===== src/rtl/ram_fifo_ctrl.sv =====
// rtl/ram_fifo_ctrl.sv - FIFO controller around an external dual-port RAM with a first-word-fall-through output stage
module ram_fifo_ctrl #(
  parameter int WIDTH    = 8,
  parameter int DEPTH    = 64,
  parameter int LG_DEPTH = 6
) (
  input  logic                  clk,
  input  logic                  rst,
  input  logic                  in_valid,
  output logic                  in_ready,
  input  logic [WIDTH-1:0]      in_data,
  output logic                  out_valid,
  input  logic                  out_ready,
  output logic [WIDTH-1:0]      out_data,
  output logic [LG_DEPTH+1:0]   count,
  output logic                  ram_ena,
  output logic                  ram_wea,
  output logic [LG_DEPTH-1:0]   ram_addra,
  output logic [WIDTH-1:0]      ram_dina,
  output logic                  ram_enb,
  output logic [LG_DEPTH-1:0]   ram_addrb,
  input  logic [WIDTH-1:0]      ram_doutb
);

  localparam logic [LG_DEPTH:0] RAM_FULL = (LG_DEPTH+1)'(DEPTH);

  logic [LG_DEPTH-1:0] wr_ptr;
  logic [LG_DEPTH-1:0] rd_ptr;
  logic [LG_DEPTH:0]   ram_cnt;
  logic                rd_pend;
  logic                skid_valid;
  logic [WIDTH-1:0]    skid_data;
  logic                wr;
  logic                rd;
  logic                pop;
  logic [1:0]          stage_cnt;

  // Handshakes, read credit and RAM port drive; reads are only issued when
  // the output stage (out + skid + word in flight) has room after this pop.
  always_comb begin
    pop       = out_valid && out_ready;
    in_ready  = !rst && (ram_cnt < RAM_FULL);
    wr        = in_valid && in_ready;
    stage_cnt = {1'b0, out_valid} + {1'b0, skid_valid} + {1'b0, rd_pend};
    rd        = !rst && (ram_cnt != '0) && ((stage_cnt - {1'b0, pop}) < 2'd2);
    ram_ena   = wr;
    ram_wea   = wr;
    ram_addra = wr_ptr;
    ram_dina  = in_data;
    ram_enb   = rd;
    ram_addrb = rd_ptr;
  end

  // RAM pointers and occupancy; a simultaneous write and read leave ram_cnt unchanged.
  always_ff @(posedge clk or posedge rst) begin
    if (rst) begin
      wr_ptr  <= '0;
      rd_ptr  <= '0;
      ram_cnt <= '0;
      rd_pend <= 1'b0;
    end else begin
      rd_pend <= rd;
      if (wr) wr_ptr <= wr_ptr + LG_DEPTH'(1);
      if (rd) rd_ptr <= rd_ptr + LG_DEPTH'(1);
      case ({wr, rd})
        2'b10:   ram_cnt <= ram_cnt + (LG_DEPTH+1)'(1);
        2'b01:   ram_cnt <= ram_cnt - (LG_DEPTH+1)'(1);
        default: ram_cnt <= ram_cnt;
      endcase
    end
  end

  // Total word count tracks accepted writes minus pops, which equals the sum
  // of RAM occupancy, the in-flight read and both output registers.
  always_ff @(posedge clk or posedge rst) begin
    if (rst) begin
      count <= '0;
    end else begin
      case ({wr, pop})
        2'b10:   count <= count + (LG_DEPTH+2)'(1);
        2'b01:   count <= count - (LG_DEPTH+2)'(1);
        default: count <= count;
      endcase
    end
  end

  // Output register plus skid: skid feeds out first to keep order, returning
  // RAM data lands in out when it frees up, otherwise parks in skid.
  always_ff @(posedge clk or posedge rst) begin
    if (rst) begin
      out_valid  <= 1'b0;
      out_data   <= '0;
      skid_valid <= 1'b0;
      skid_data  <= '0;
    end else if (!out_valid || pop) begin
      if (skid_valid) begin
        out_valid <= 1'b1;
        out_data  <= skid_data;
        if (rd_pend) skid_data  <= ram_doutb;
        else         skid_valid <= 1'b0;
      end else if (rd_pend) begin
        out_valid <= 1'b1;
        out_data  <= ram_doutb;
      end else begin
        out_valid <= 1'b0;
      end
    end else if (rd_pend) begin
      skid_valid <= 1'b1;
      skid_data  <= ram_doutb;
    end
  end

endmodule


===== config.mk =====
export PLATFORM = sky130hd
export DESIGN_NAME = ram_fifo_ctrl
export DESIGN_NICKNAME = d
export VERILOG_FILES = /design/src/rtl/ram_fifo_ctrl.sv
export SDC_FILE = /design/constraint.sdc
export NUM_CORES = 1
export LEC_CHECK = 0
export BUFFER_PORTS_ARGS = -buffer_cell sky130_fd_sc_hd__buf_2
export CAP_MARGIN = 20
export CORE_MARGIN = 2
export CORE_UTILIZATION = 55
export DETAILED_ROUTE_END_ITERATION = 16
export PLACE_DENSITY_LB_ADDON = 0.15
export SYNTH_ARGS = -nofsm -noshare
export SYNTH_HDL_FRONTEND = slang
export SYNTH_SLANG_ARGS = --single-unit

===== constraint.sdc =====
create_clock -name clk -period 10.5 [get_ports clk]
set_clock_uncertainty 0.1 [all_clocks]
set_input_delay 0.525 -clock clk [delete_from_list [all_inputs] [get_ports clk]]
set_output_delay 0.525 -clock clk [all_outputs]
set_load 0.01 [all_outputs]

==> results of run 1 <==
-- power by group --
| group | total, uW | switching (uW) | leakage (uW) | internal (uW) |
|---|---|---|---|---|
| Clock | 108 | 61.1 | 0.0000441 | 46.8 |
| Sequential | 342 | 75.4 | 0.000553 | 266 |
| Combinational | 524 | 274 | 0.000754 | 250 |
-- routing by layer --
layer	share of wire	vias to the layer above	wire length (um)	global-route usage
met2	0.48	28	2036	0.3004
met3	0.037	6	158	0.04782
met1	0.47	808	2018	0.2379
met5	0	-	0	0
met4	0.013	0	55	0.05870
li1	-	894	-	-
-- cell type report --
type                            instances  area share
Clock buffer                            5     0.02446
Inverter                               10     0.01334
Multi-Input combinational cell        166      0.4442
Sequential cell                        46      0.4091
Timing Repair Buffer                   44     0.07826
Tap cell                               52     0.02312
Clock inverter                          3    0.007559
-- worst max-delay path by stage --
stage | start | to | slack, ps
final | out_valid$_DFFE_PP0N_ | ram_cnt[6]$_DFFE_PP0P_ | 6630
after global routing | out_valid$_DFFE_PP0N_ | ram_cnt[6]$_DFFE_PP0P_ | 6310
after CTS | out_valid$_DFFE_PP0N_ | ram_cnt[6]$_DFFE_PP0P_ | 6650
after detailed placement | out_ready | ram_cnt[6]$_DFFE_PP0P_ | 6450
after global placement | out_ready | ram_cnt[6]$_DFFE_PP0P_ | 6570
after floorplan | out_ready | ram_cnt[6]$_DFFE_PP0P_ | 6810
-- synth_stat cells, types with 3 or more instances --
cell type	instances	share of area
xnor2_1	13	0.045
mux2i_1	11	0.044
nor2_1	17	0.025
mux2_2	8	0.036
nor2b_1	3	0.0074
xor2_1	8	0.028
a211oi_1	3	0.0089
nand2_1	18	0.027
clkbuf_1	3	0.0045
dfrtp_1	46	0.46
o21ai_0	10	0.020
nand4_1	3	0.0074
inv_1	10	0.015
nand3_1	3	0.0060
a21oi_1	15	0.030
buf_4	9	0.027
ha_1	17	0.084
a21o_1	5	0.015
-- through the flow --
| step | setup slack (ps) | hold slack [ps] | utilization | std cells | power, uW |
|---|---|---|---|---|---|
| after floorplan | 6810 | 372.3 | - | 235 | 746.3 |
| after global placement | 6571 | 355.3 | 0.6213 | 318 | 863.0 |
| after detailed placement | 6450 | 358.2 | 0.6213 | 318 | 874.9 |
| after CTS | 6649 | 369.6 | 0.6418 | 326 | 984.2 |
| after global routing | 6311 | 369.2 | 0.6418 | 326 | 1071 |
| final | 6629 | 361.4 | 0.6418 | 326 | 974.1 |
-- state kept, by name, summed over array words and instances, names as in the netlist --
name / flops
count: 8
out_data: 8
skid_data: 8
ram_cnt: 7
ram_addra: 6
ram_addrb: 6
out_valid: 1
rd_pend: 1
skid_valid: 1
-- cells by family after synthesis --
logic type,share of synthesized area
and+or+nand+nor,0.1092
adders and majority gates,0.1042
buffers and inverters,0.04764
DFF,0.4566
muxes,0.08536
xor gates and xnor gates,0.07295
AOI/OAI and AO/OA,0.1241
==> impl_metrics.toml, run 1 <==
[clock_network]
ctsResizeCount = 0
ctsHoldBuffers = 0
cts_tree = "done"
cts.htree.levels = 2
clk_pin_slew_ps = 90
post_cts_buffers = 0
numCtsBuffers = 5
clk_latency_ps = 300
cts-root-buf = "clkbuf_8"
cts_sinks = 46
cts_max_path_buffers = 2

[worst_hold_path]
hold_path.class = "in -> async"

[synth]
synth_cell_types = 44
ys_seq_area_frac = 0.4566
yosysWarnings = 0
synth_area_per_cell_um2 = 10.73
synth_fp_nets = 274
syn_area_um2 = 2521
syn-instance-count = 235
ys_ff_latch = 46
ys_async_sr_fraction = 1.000
synthFlopType = "dfrtp_1"
synth_edf_count = 0

[detailed_routing]
antenna_left = 0
via_per_inst = 5.325
wl_mm = 4.268
drc = 0
first_pass_iters = 4
drt_iter0_markers = 68
num_vias = 1736
post_drt_wl_per_cell_um = 13.09

[floorplan]
die_height_um = 71.71
start_util = 0.5751
num_rows = 24
ios = 61
die_area_um2 = 5142
core-area_um2 = 4384
dieWidth_um = 71.71

[worst_setup_path]
cpMostUsedCell = "ha_1"
critPathMaxStageDelay_ps = 470
crit_path_top_delay_cell = "nor3_2"
path_buf_inv = 2
required_ps = 10620
cp_max_fo = 9
r2r-start = "out_valid$_DFFE_PP0N_"
critPathTopFamily = "adder cells"
rr_worst_depth = 15
crit_arrival_ps = 4000
worstSetupPathType = "reg -> reg"
start_kind = "register"
cp.depth = 15
r2r_slack_ps = 6630
r2r-end = "ram_cnt[6]$_DFFE_PP0P_"
worst_setup_path_end_kind = "register"
crit_chain = "and2_1, ha_1, inv_1, ha_1, a21oi_1, xnor2_1, nor3_2, ha_1, inv_1, fa_1, nor2b_1, o31a_1, nor4_1, a311oi_1, xnor2_1"

[sta]
setup_total_negative_slack_ps = 0
final_max_slew_viol_count = 0
fmax_mhz = 258.3
fin_crit_ps = 3871
slew_headroom = 0.3721
min_period_over_period = 0.3687
setup_viol = 0
worst_pin_slew_ps = 938.5
hold_viol_final = 0
rsz0062_at_grt = "no"

[final_layout]
final_cell_area_um2 = 2814
final_common_cell = "dfrtp_1"
multi_input_area_um2 = 1250
layout_common_cells = "dfrtp_1 (46), buf_2 (44), nand2_1 (18), nor2_1 (17), ha_1 (17)"
final_nets = 312
diodes = 0
area.growth.synth_to_final_pct = 11.61
drive_gt1_frac = 0.2445
final-seq-area_um2 = 1151
n_fill_cell = 383

[power]
max-vdd-ir-drop_v = 0.0001975
power_leakage_uw = 0.001351
p_per_area_nw_per_um2 = 346.2

[global_routing]
grt_max_degree = 47
grt.total_usage = 0.1829
antenna_found_initial = 0
grt_pass1_vias = 1646
grt_first_pass_wirelength_mm = 7.355
grt-ovfl-total = 0

[place]
io_buffers = 44
dp_hpwl_mm = 3.130
gp_congestion = 0.8302
place_area_um2 = 2724

[status]
status = "completed"

[flow_run]
max-cap-violations = 0
Power figures use the tool's default switching activity.
==> run 2, diff against run 1 <==
- CORE_UTILIZATION: 55 -> 53
- clock period: 10.5 -> 3.6 ns (I/O delays scaled with it)
==> run 2 against run 1 <==
  * Utilization fell by 3.0 points
  * Clock-buffer cell count grew 1
  * Critical path depth stayed put
  * Wire length up 5.2%
  * First-iteration DRC count rose by 7.4%
  * Sequential power grew to 2.8 times the previous value
  * Die area rose by 3.6%
  * Power rose to 3.0 times the previous value
  * Largest cell class unchanged
==> impl_metrics.toml, run 2 (same netlist as run 1, synthesis figures left out) <==
[floorplan]
dieWidth_um = 72.97
die_area_um2 = 5325
num_rows = 25
start_util = 0.5409
die_height_um = 72.97
core-area_um2 = 4661
ios = 61

[global_routing]
grt_first_pass_wirelength_mm = 7.334
grt_max_degree = 47
grt-ovfl-total = 0
grt.total_usage = 0.1779
grt_pass1_vias = 1650
antenna_found_initial = 0

[worst_setup_path]
start_kind = "register"
crit_path_top_delay_cell = "dfrtp_1"
worstSetupPathType = "reg -> reg"
r2r_slack_ps = 250
cp_max_fo = 8
rr_worst_depth = 15
r2r-end = "ram_cnt[6]$_DFFE_PP0P_"
worst_setup_path_end_kind = "register"
critPathMaxStageDelay_ps = 410
crit_chain = "and2_1, ha_1, inv_1, ha_1, a21oi_1, xnor2_1, nor3_2, ha_1, inv_1, fa_1, nor2b_1, o31a_1, nor4_1, a311oi_1, xnor2_1"
r2r-start = "out_valid$_DFFE_PP0N_"
path_buf_inv = 2
required_ps = 3730
crit_arrival_ps = 3480
critPathTopFamily = "adder cells"
cpMostUsedCell = "ha_1"

[final_layout]
final_nets = 314
area.growth.synth_to_final_pct = 13.10
diodes = 0
layout_common_cells = "dfrtp_1 (46), buf_2 (44), nand2_1 (18), nor2_1 (17), ha_1 (17)"
top_regs = "count: 8 flops, out_data: 8 flops, skid_data: 8 flops"
drive_gt1_frac = 0.2464
n_fill_cell = 397
final_common_cell = "dfrtp_1"

[detailed_routing]
wl_mm = 4.491
via_per_inst = 5.448
antenna_left = 0
num_vias = 1798
drt_iter0_markers = 73
first_pass_iters = 4
drc = 0
post_drt_wl_per_cell_um = 13.61

[clock_network]
cts_max_path_buffers = 2
ctsResizeCount = 0
ctsHoldBuffers = 0
clk_latency_ps = 300
numCtsBuffers = 5
post_cts_buffers = 0
clk_pin_slew_ps = 90
cts_sinks = 46
cts-root-buf = "clkbuf_8"
cts.htree.levels = 2
cts_tree = "done"

[sta]
setup_viol = 0
final_max_slew_viol_count = 0
setup_total_negative_slack_ps = 0
min_period_over_period = 0.9315
worst_pin_slew_ps = 995.2
slew_headroom = 0.3341
fin_crit_ps = 3353
hold_viol_final = 0
rsz0062_at_grt = "no"
setup_ws_ps = 246.7
fmax_mhz = 298.2

[power]
max-vdd-ir-drop_v = 0.0005942
p_per_area_nw_per_um2 = 1033
power_leakage_uw = 0.001369
finalPower_uw = 2947

[place]
io_buffers = 44
dp_hpwl_mm = 3.260
gp_congestion = 0.8020
pre_cts_slack_ps = 251.6

[status]
status = "completed"

[worst_hold_path]
hold_path.class = "in -> async"

[flow_run]
max-cap-violations = 0
-- run 2: changes by cell type in the layout (fill, tap and decap cells not counted) --
| cell | previous run | this run |
|---|---|---|
| clkinv_2 | 1 | 0 |
| buf_4 | 0 | 2 |
| clkbuf_1 | 0 | 1 |
| bufinv_16 | 0 | 1 |
| clkinv_4 | 1 | 0 |
-- run 2: how the worst max path moves through the flow --
| stage | startpoint | endpoint | cells past startpoint |
|---|---|---|---|
| after floorplan | out_valid$_DFFE_PP0N_ | ram_cnt[6]$_DFFE_PP0P_ | 15 |
| after global placement | out_valid$_DFFE_PP0N_ | ram_cnt[6]$_DFFE_PP0P_ | 15 |
| after detailed placement | out_valid$_DFFE_PP0N_ | ram_cnt[6]$_DFFE_PP0P_ | 15 |
| after CTS | out_valid$_DFFE_PP0N_ | ram_cnt[6]$_DFFE_PP0P_ | 15 |
| after global routing | out_valid$_DFFE_PP0N_ | ram_cnt[6]$_DFFE_PP0P_ | 15 |
| final | out_valid$_DFFE_PP0N_ | ram_cnt[6]$_DFFE_PP0P_ | 15 |
-- run 2: per-layer routing --
| layer | vias up | routed length (um) | track usage | part of all wire |
|---|---|---|---|---|
| li1 | 898 | - | - | - |
| met1 | 857 | 2084 | 0.2327 | 0.46 |
| met2 | 35 | 2174 | 0.2859 | 0.48 |
| met3 | 8 | 157 | 0.04282 | 0.035 |
| met4 | 0 | 74 | 0.06996 | 0.016 |
| met5 | - | 0 | 0 | 0 |
-- run 2: power by group --
group | switching [uW] | leakage [uW] | total (uW) | internal (uW)
clock | 181 | 0.0000514 | 389 | 207
combinational | 837 | 0.000765 | 1590 | 748
sequential | 195 | 0.000553 | 973 | 778
-- run 2: area by class of cell --
cell class | count | area, um2 | share of cell area
multi-input combinational | 166 | 1250 | 0.4384
sequential | 46 | 1151 | 0.4037
timing repair buffer | 46 | 235.2 | 0.08249
clock buffer | 6 | 72.57 | 0.02545
tap | 54 | 67.56 | 0.02369
clock inverter | 2 | 37.54 | 0.01316
inverter | 10 | 37.54 | 0.01316
-- run 2: per-stage QoR --
| step | utilization | area (um2) | hold slack (ps) | instances |
|---|---|---|---|---|
| after floorplan | - | 2521 | 224.8 | 235 |
| after global placement | 0.5882 | 2741 | 260.1 | 322 |
| after detailed placement | 0.5882 | 2741 | 260.1 | 322 |
| after CTS | 0.6118 | 2851 | 19.65 | 330 |
| after global routing | 0.6118 | 2851 | 13.98 | 330 |
| final | 0.6118 | 2851 | 22.00 | 330 |
